===== src/rtl/cmp_share_arbiter.sv =====
// Round-robin arbiter that time-shares one external magnitude comparator among NREQ requesters.
// Optional macro CMP_SHARE_CHECK_EN adds a sticky flag_err output for non-one-hot comparator flags.
module cmp_share_arbiter #(
  parameter int NREQ    = 4,
  parameter int WIDTH   = 2,
  parameter int CMP_LAT = 1
) (
  input  logic                    clk,
  input  logic                    rst,
  input  logic [NREQ-1:0]         req,
  input  logic [NREQ*WIDTH-1:0]   a_in,
  input  logic [NREQ*WIDTH-1:0]   b_in,
  output logic [NREQ-1:0]         gnt,
  output logic [NREQ-1:0]         rsp_valid,
  output logic                    rsp_gt,
  output logic                    rsp_eq,
  output logic                    rsp_lt,
  output logic                    busy,
  output logic [WIDTH-1:0]        cmp_a,
  output logic [WIDTH-1:0]        cmp_b,
  input  logic                    cmp_gt,
  input  logic                    cmp_eq,
  input  logic                    cmp_lt
`ifdef CMP_SHARE_CHECK_EN
  ,
  output logic                    flag_err
`endif
);

  localparam int IDW = $clog2(NREQ);
  localparam int CW  = $clog2(CMP_LAT + 1);

  typedef enum logic {IDLE, WAIT} state_t;

  state_t           state_q, state_d;
  logic [IDW-1:0]   ptr_q, ptr_d;
  logic [IDW-1:0]   id_q, id_d;
  logic [CW-1:0]    cnt_q, cnt_d;
  logic [NREQ-1:0]  gnt_d, rsp_valid_d;
  logic             gt_d, eq_d, lt_d, busy_d;
  logic [WIDTH-1:0] cmp_a_d, cmp_b_d;
  logic             found;
  logic [IDW-1:0]   win;
  logic [WIDTH-1:0] sel_a, sel_b;
`ifdef CMP_SHARE_CHECK_EN
  logic             err_d;
`endif

  // Rotating priority search starting at ptr; first set request wins.
  always_comb begin
    found = 1'b0;
    win   = '0;
    for (int k = 0; k < NREQ; k++) begin
      if (!found && req[IDW'((int'(ptr_q) + k) % NREQ)]) begin
        found = 1'b1;
        win   = IDW'((int'(ptr_q) + k) % NREQ);
      end
    end
  end

  always_comb begin
    sel_a = '0;
    sel_b = '0;
    for (int i = 0; i < NREQ; i++) begin
      if (IDW'(i) == win) begin
        sel_a = a_in[i*WIDTH +: WIDTH];
        sel_b = b_in[i*WIDTH +: WIDTH];
      end
    end
  end

  always_comb begin
    state_d     = state_q;
    ptr_d       = ptr_q;
    id_d        = id_q;
    cnt_d       = cnt_q;
    gnt_d       = '0;
    rsp_valid_d = '0;
    gt_d        = rsp_gt;
    eq_d        = rsp_eq;
    lt_d        = rsp_lt;
    busy_d      = busy;
    cmp_a_d     = cmp_a;
    cmp_b_d     = cmp_b;
`ifdef CMP_SHARE_CHECK_EN
    err_d       = flag_err;
`endif
    case (state_q)
      IDLE: begin
        if (found) begin
          cmp_a_d    = sel_a;
          cmp_b_d    = sel_b;
          id_d       = win;
          gnt_d[win] = 1'b1;
          cnt_d      = CW'(CMP_LAT - 1);
          busy_d     = 1'b1;
          state_d    = WAIT;
        end
      end
      WAIT: begin
        if (cnt_q != '0) begin
          cnt_d = cnt_q - 1'b1;
        end else begin
          gt_d              = cmp_gt;
          eq_d              = cmp_eq;
          lt_d              = cmp_lt;
          rsp_valid_d[id_q] = 1'b1;
          ptr_d             = (id_q == IDW'(NREQ - 1)) ? '0 : id_q + 1'b1;
          busy_d            = 1'b0;
          state_d           = IDLE;
`ifdef CMP_SHARE_CHECK_EN
          if (!$onehot({cmp_gt, cmp_eq, cmp_lt})) err_d = 1'b1;
`endif
        end
      end
      default: state_d = IDLE;
    endcase
  end

  // Reset aborts any in-flight compare; no response is produced for it.
  always_ff @(posedge clk or posedge rst) begin
    if (rst) begin
      state_q   <= IDLE;
      ptr_q     <= '0;
      id_q      <= '0;
      cnt_q     <= '0;
      gnt       <= '0;
      rsp_valid <= '0;
      rsp_gt    <= 1'b0;
      rsp_eq    <= 1'b0;
      rsp_lt    <= 1'b0;
      busy      <= 1'b0;
      cmp_a     <= '0;
      cmp_b     <= '0;
`ifdef CMP_SHARE_CHECK_EN
      flag_err  <= 1'b0;
`endif
    end else begin
      state_q   <= state_d;
      ptr_q     <= ptr_d;
      id_q      <= id_d;
      cnt_q     <= cnt_d;
      gnt       <= gnt_d;
      rsp_valid <= rsp_valid_d;
      rsp_gt    <= gt_d;
      rsp_eq    <= eq_d;
      rsp_lt    <= lt_d;
      busy      <= busy_d;
      cmp_a     <= cmp_a_d;
      cmp_b     <= cmp_b_d;
`ifdef CMP_SHARE_CHECK_EN
      flag_err  <= err_d;
`endif
    end
  end

endmodule


===== config.mk =====
export PLATFORM = sky130hd
export DESIGN_NAME = cmp_share_arbiter
export DESIGN_NICKNAME = d
export VERILOG_FILES = /design/src/rtl/cmp_share_arbiter.sv
export SDC_FILE = /design/constraint.sdc
export NUM_CORES = 1
export LEC_CHECK = 0
export BUFFER_PORTS_ARGS = -buffer_cell sky130_fd_sc_hd__buf_2
export CORE_ASPECT_RATIO = 0.75
export CORE_UTILIZATION = 49
export DETAILED_ROUTE_END_ITERATION = 10
export GPL_TIMING_DRIVEN = 0
export PLACE_DENSITY = 0.92
export SLEW_MARGIN = 40
export SYNTH_ARGS = -nofsm -noshare
export SYNTH_HDL_FRONTEND = slang
export SYNTH_SLANG_ARGS = --single-unit
export TNS_END_PERCENT = 20

===== constraint.sdc =====
create_clock -name clk -period 3.3 [get_ports clk]
set_input_delay 0 -clock clk [delete_from_list [all_inputs] [get_ports clk]]
set_output_delay 0 -clock clk [all_outputs]
set_load 0.01 [all_outputs]

* Word-level counts from Yosys, hierarchy flattened
Index checks and enable logic that the tools add are counted.
** Word-level totals
- Flip-flop bits (word level) :: 22
** Cells by class
- Add/sub/neg operators :: 5
- Magnitude comparators :: 8
- Eq/ne operators :: 6
- Multiplexer cells :: 46
- Bitwise logic cells :: 2
- Reductions and logical operators :: 12
** Operators by type and width (number)
- two-way mux 2 bit :: 13
- two-way mux 1 bit :: 20
- < comparator 2 x 4 -> 1 bit, second input constant :: 4
- two-way mux 4 bit :: 4
- binary-select mux 1 bit (select 2 bit) :: 4
- < comparator 2 x 3 -> 1 bit, second input constant :: 2
- case mux 1 bit (2 select lines) :: 3
- AND reduction 2 bit :: 3
- logical AND 1 bit :: 5
- adder 2 x 1 -> 2 bit, second input constant :: 2
- adder 2 bit, second input constant :: 2
- demux 1 bit (select 2 bit) :: 2
- equality test 2 bit, first input constant :: 2
- greater-or-equal comparator 2 x 1 -> 1 bit, second input constant :: 2
- != test 2 bit, second input constant :: 2
- logical NOT 1 bit :: 3
- equality test 1 x 2 -> 1 bit, first input constant :: 1
- equality test 2 bit, second input constant :: 1
- logical NOT 2 bit :: 1
- NOT 1 bit :: 2
- subtractor 1 bit, second input constant :: 1

* Depth between registers and ports, before layout
Gate-level depths: netlist of run 1.
- Word-level depth :: 19
- Mapped depth :: 7
- Depth with buffers taken out :: 6

* Least setup slack after synthesis of run 1
OpenSTA, ideal clock, no wires.
- Path kind :: register to register
- From :: reg ptr_q[1]
- To :: reg cmp_a[0]
- Library setup time :: 0.087 ns
- Arrival time :: 1.473 ns
- Setup slack :: 1.740 ns
- Cell stages (with the launch flop) :: 6
- Buffers on the path :: 0
- Cell sequence :: dfrtp_1 > mux2i_1 > nor2_2 > or3_4 > o2111a_1 > a211oi_2
** Between the ends
- Word-level cells in the longest chain between the ends :: 18
- Elaborated cells between the ends (all ways) :: 38
- Those cells by class :: add/sub: 3; eq/ne: 3; mux: 24; reduce/logical: 8
** RTL lines
- start: declaration :: line 36 : logic [IDW-1:0] ptr_q, ptr_d;
- start signal: assignment :: line 140 : ptr_q <= ptr_d;
- parallel branches: the longest is 18 deep, another holds adder 2 x 1 -> 2 bit
- end signal: assignment :: line 149 : cmp_a <= cmp_a_d;
- end: declaration :: line 19 : output logic [WIDTH-1:0] cmp_a,
Parallel ways; which one is timed is not known. The select of a mux whose other input is x is not followed.
A chain may end at the register's enable or synchronous reset.

* Worst setup path in the final report of run 1
- From :: reg ptr_q[1]
- To :: reg cmp_b[1]
** Between the ends
- Word-level cells in the longest chain between the ends :: 18
- Elaborated cells between the ends (all ways) :: 38
- Those cells by class :: add/sub: 3; eq/ne: 3; mux: 24; reduce/logical: 8
** RTL lines
- parallel branches: the longest is 18 deep, another holds adder 2 x 1 -> 2 bit
- end signal: assignment :: line 150 : cmp_b <= cmp_b_d;
- end: declaration :: line 20 : output logic [WIDTH-1:0] cmp_b,
Parallel ways; which one is timed is not known. The select of a mux whose other input is x is not followed.

==> flow_summary.json, run 1 <==
{
  "setup_viol": 0,
  "num_io_pins": 41,
  "ir_worst_vdd_v": 0.000556,
  "cts_sinks": 21,
  "cts_buffer_depth": 2,
  "met2_usage_pct": 36.6,
  "initial_core_util_pct": 55.5,
  "drive_gt1_share_pct": 42.0,
  "netlist.area_leader.share_pct": 51.5,
  "dpl-instance-area_um2": 1250,
  "ant_nets": 0,
  "gp_congestion": 0.782,
  "cp_common_cell": "mux2i_1",
  "finalClockSkew_ps": 8.68,
  "insertion_delay_ps": 300,
  "cp_top_family": "simple AND/OR/NAND/NOR gates",
  "dr.pass1.iters": 4,
  "gr-usage-met3_pct": 6.59,
  "ys_ff_latch": 21,
  "antenna_cells": 0,
  "antenna_found_initial": 0,
  "area_growth_pct": 28.8,
  "worst-slew-pin-transition_ps": 488,
  "yosysTopAreaCell": "dfrtp_1",
  "grt_max_degree": 22,
  "die-area_um2": 2270,
  "power.density_nw_per_um2": 707,
  "final_common_cell": "buf_2",
  "synthTopCellsByArea": "dfrtp_1, ha_1, mux2i_1",
  "hpwlAfterDp_mm": 1.57,
  "synth_fa_ha_area_share_pct": 4.91,
  "synth_top_family_by_area": "compound AO/OA/AOI/OAI gates",
  "period_needed_ps": 1710,
  "hold_class": "in2reg",
  "post-route-period-util_pct": 51.9,
  "hold_violations": 0,
  "design_area_um2": 1310,
  "route.detailed.drc": 0,
  "grtUsageMet1_pct": 29.0,
  "worst-path-buf-inv": 0,
  "max-slew-margin-rel_pct": 67.2,
  "cts-root-buf": "clkbuf_4",
  "htree_levels": 1,
  "cp_data_arrival_time_ps": 1920,
  "rows": 13,
  "port_buffers": 40,
  "synth-xor-area-share_pct": 0,
  "rsz0062_at_grt": "false",
  "max_stage_delay_ps": 440,
  "grt_usage_pct": 22.3,
  "die_h_um": 41.5,
  "worstSetupStartpointType": "flop",
  "cts_setup_buffers": 0,
  "syn_avg_cell_area_um2": 11.3,
  "die_x_um": 54.7,
  "clkSlewWorstSetupHoldPaths_ps": 120,
  "routed_via_density": 5.19,
  "yosysWarnings": 0,
  "grt_overflow": 0,
  "syn_inst": 90,
  "fmax_mhz": 584,
  "gr-max-usage-layer": "met2",
  "grt_pass1_vias": 832,
  "wire_per_inst_um": 13.1,
  "required_ps": 3510,
  "fin_setup_tns_ps": 0,
  "maxCapViolations": 0,
  "crit_fanout": 9,
  "leakage_uw": 0.000674,
  "layout_common_cells": "buf_2, dfrtp_1, nor2_1",
  "syn_area_um2": 1020,
  "muxShareOfSynthArea_pct": 9.33,
  "nets": 168,
  "totalWireLength_mm": 2.10,
  "crit_slowest_cell": "dfrtp_1",
  "core_area_um2": 1840,
  "synth-compound-area-share_pct": 15.3,
  "seq_area_frac_synth_pct": 51.5,
  "drt_iter0_drc": 11,
  "cts_made_buffers": 3,
  "path_cells": "mux2i_1, nor2_2, nor3_4, mux2i_1, a211oi_1",
  "grt_pass1_wl_mm": 3.69,
  "synth_simple_gate_area_share_pct": 14.5,
  "syn_nets": 119,
  "cp-end-kind": "flop",
  "status": "completed",
  "cts_tree": "built",
  "synthDistinctLibCells": 33,
  "crit_type": "reg2reg",
  "via_count": 831,
  "slew_violations": 0
}
-- worst paths after layout --
kind | slack [ps] | to | from | cells after the start
min in group asynchronous | 230 | cmp_a[0] | rst | 3
hold / removal | 20 | cmp_b[0] | b_in[4] | 3
max in group asynchronous | 2760 | rsp_valid[1] | rst | 3
setup / recovery | 1590 | cmp_b[1] | ptr_q[1] | 5
hold reg to reg | 520 | rsp_gt | rsp_gt | 1
setup reg to reg | 1590 | cmp_b[1] | ptr_q[1] | 5
-- logic make-up (layout without fill, tap and decap cells) --
group | count (synthesis) | count (layout)
AO/OA/AOI/OAI | 20 | 20
multiplexers | 9 | 9
buffers and inverters | 10 | 58
AND/OR/NAND/NOR | 26 | 26
adder cells (fa/ha/maj) | 4 | 4
flip-flops | 21 | 21
-- area by class of cell --
| cell class | instances | area (µm²) |
|---|---|---|
| flip-flops and latches | 21 | 526 |
| fillers | 133 | 524 |
| multi-input cells | 59 | 449 |
| repair buffers | 44 | 240 |
| inverters | 8 | 30.0 |
| well taps | 22 | 27.5 |
| clock buffers | 4 | 26.3 |
| plain buffers | 2 | 15.0 |
-- registers in the layout, summed over array words and instances (netlist names) --
name and flops:
busy 1, id_q 2, cmp_a 2, rsp_eq 1
gnt 4, cmp_b 2, rsp_lt 1, rsp_gt 1
ptr_q 2, state_q 1, rsp_valid 4
-- where the power goes --
part           switching [µW]  internal [µW]  total [µW]
Clock                    74.8           47.0         122
Combinational             219            187         406
Sequential               55.0            346         401
-- tightest hold or removal path: stages --
cell and delay, ps:
buf_2 90, mux2i_1 110, a211oi_1 80
-- cells in the mapped netlist --
cell type,n
buf_6,1
o31a_1,1
o22ai_1,1
a211oi_1,6
or2_1,1
a21o_1,1
a211oi_2,1
o31a_2,2
nor2_1,8
inv_1,7
inv_2,1
mux2_2,4
or3_4,1
a21oi_2,1
dfrtp_1,21
nor4_1,1
nor3_1,2
a21oi_1,2
nand2b_1,2
o21ai_1,1
a221oi_1,1
or2_2,1
nand2_1,3
clkbuf_1,1
and2_1,4
nor2_2,1
ha_1,4
nor3_4,1
o21ai_0,1
o2111a_1,1
o31ai_1,1
mux2i_1,5
nor2b_1,1
-- per-stage QoR --
stage	power [µW]	instances	hold WS [ps]	setup slack, ps	utilization [%]
global route	1010	160	32.2	1460	71.5
detailed placement	805	152	184	1640	67.9
global placement	783	152	154	1670	67.9
CTS	933	160	21.2	1600	71.5
finish	929	160	16.7	1590	71.5
floorplan	669	90	-23.5	1740	-
-- metal layers --
| layer | wire (µm) | vias to the layer above |
|---|---|---|
| met4 | 17 | 0 |
| met5 | 0 | - |
| met2 | 1020 | 28 |
| li1 | - | 412 |
| met3 | 101 | 2 |
| met1 | 962 | 389 |
-- timing repair --
action                                 in CTS  in global routing
endpoints found under the hold margin      24                  0
gates resized for setup                     0                  0
hold buffers                                4                  0
No activity file was read; power rests on OpenSTA's default activity.
==> run 2: changes to the inputs <==
Settings changed: CORE_UTILIZATION 49 to 42, PLACE_DENSITY 0.92 to 0.85.
Clock period 3.3 ns to 1.48 ns, I/O delays scaled along.
==> run 2 against run 1 <==
Net effect:
- the run now ends with negative setup slack left
- total power grew 130%
- register-to-register slack lost 1700 ps
- maximum frequency grew 6.9%
- die area grew 16%
- hold slack gained 4.7 ps
- global-route usage shrank 4.6 points
- core utilization shrank 11 points
- clock power grew 120%
- highest routed layer unchanged
- critical path type unchanged
==> flow_summary.json, run 2 (synthesized netlist as in run 1, its figures left out) <==
{
  "status": "finished, violations left",
  "violations": "negative setup slack",
  "cp-end-kind": "flop",
  "design_area_um2": 1390,
  "final_common_cell": "buf_2",
  "p_seq_share_pct": 41.6,
  "cp_data_arrival_time_ps": 1830,
  "route.detailed.drc": 0,
  "area_growth_pct": 36.0,
  "gp_congestion": 0.709,
  "dp_cells": 164,
  "hold_class": "in2reg",
  "cts-root-buf": "clkbuf_4",
  "antenna_found_initial": 0,
  "drt_iter0_drc": 22,
  "htree_levels": 1,
  "top_regs": "gnt x4, rsp_valid x4",
  "fill_cells": 190,
  "fmax_mhz": 625,
  "worstSetupStartpointType": "flop",
  "clkSlewWorstSetupHoldPaths_ps": 110,
  "dr.pass1.iters": 4,
  "cts_made_buffers": 3,
  "crit_fanout": 6,
  "ant_nets": 0,
  "core_area_um2": 2290,
  "ir_worst_vdd_v": 0.000634,
  "finalClockSkew_ps": 1.82,
  "setup_viol": 4,
  "hpwlAfterDp_mm": 1.59,
  "slew_violations": 0,
  "rsz0062_at_grt": "true",
  "drive_gt1_share_pct": 49.3,
  "max-slew-margin-rel_pct": 70.6,
  "period_needed_ps": 1600,
  "grt_pass1_vias": 786,
  "post-route-period-util_pct": 108,
  "grt_max_degree": 22,
  "power.density_nw_per_um2": 1560,
  "port_buffers": 40,
  "final_cells": 174,
  "p_int_uw": 1340,
  "antenna_cells": 0,
  "grt_pass1_wl_mm": 3.37,
  "setup_slack_ps": -120,
  "multiInputGateArea_um2": 485,
  "sw_frac_of_total_pct": 37.8,
  "crit_type": "reg2reg",
  "die-area_um2": 2630,
  "totalWireLength_mm": 2.16,
  "die_x_um": 58.9,
  "cts_tree": "built",
  "fin_setup_tns_ps": -322,
  "dpl-instance-area_um2": 1260,
  "nets": 170,
  "seqCellArea_um2": 527,
  "pwr-share-clk_pct": 12.6,
  "wire_per_inst_um": 12.4,
  "die_h_um": 44.7,
  "cts_sinks": 21,
  "num_io_pins": 41,
  "place_ws_ps": -168,
  "hold_violations": 0,
  "required_ps": 1710,
  "maxCapViolations": 0,
  "worst-slew-pin-transition_ps": 440,
  "combPwrFrac_pct": 45.9,
  "p_sw_uw": 817,
  "cts_buffer_depth": 2,
  "layout_common_cells": "buf_2, dfrtp_1, inv_1, nor2_1",
  "grt_overflow": 0,
  "insertion_delay_ps": 300,
  "grt_usage_pct": 17.7,
  "rows": 15,
  "initial_core_util_pct": 44.5,
  "leakage_uw": 0.000691,
  "routed_via_density": 4.94,
  "via_count": 859
}
==> run 2: cell types whose count changed in the layout (fill, tap and decap cells not counted), sizes merged <==
cell and delta:
buf +2, clkinv +1, clkbuf -1
==> run 2: timing repair <==
| action | CTS | global route |
|---|---|---|
| gates resized for setup | 6 | 4 |
| endpoints found under the setup margin | 5 | 7 |
| setup buffers | 2 | 0 |
| hold endpoints to repair | 24 | 0 |
| pin swaps | 5 | 3 |
| hold buffers | 4 | 0 |
==> run 2: power groups by stage <==
stage	Combinational [µW]	Clock (µW)	Sequential, µW
after floorplan	529	0	960
after global placement	857	0	889
after detailed placement	886	0	908
after CTS	967	282	894
after global routing	1090	303	920
final	991	272	898
==> run 2: final timing paths <==
path,start,cells after the start,slack (ps),end
worst max-delay path,ptr_q[1],5,-120,cmp_a[0]
worst min-delay path,b_in[5],3,20,cmp_b[1]
worst max register to register,ptr_q[1],5,-120,cmp_a[0]
worst min register to register,rsp_gt,1,520,rsp_gt
max in group asynchronous,rst,3,920,ptr_q[1]
min in group asynchronous,rst,3,230,rsp_gt
==> run 2: cell type report <==
type	instances	area share (%)
well taps	34	3.07
inverters	8	2.17
plain buffers	2	1.08
repair buffers	46	18.7
clock inverters	1	0.361
clock buffers	3	1.62
flip-flops and latches	21	38.0
multi-input cells	59	35.0
==> run 2: per-layer routing <==
layer | routed length [µm] | up-vias | track usage (%)
met5 | 0 | - | 0
met4 | 17 | 0 | 4.29
met3 | 114 | 2 | 5.56
met2 | 1030 | 28 | 29.5
met1 | 1010 | 408 | 22.5
li1 | - | 421 | -
==> run 2: stage by stage <==
stage / util, % / hold slack, ps / power (µW)
CTS: 59.9 / 16.9 / 2140
floorplan: - / -23.5 / 1490
finish: 60.5 / 21.5 / 2160
detailed placement: 55.1 / 181 / 1790
global route: 60.5 / 41.0 / 2310
global placement: 55.1 / 162 / 1750
==> run 2: worst max-delay path, cell delays in order (launching register included) <==
cell and delay (ps):
dfrtp_2 430, mux2i_2 250, nor2_2 110, or3_4 350, o2111a_1 250, a211oi_2 140
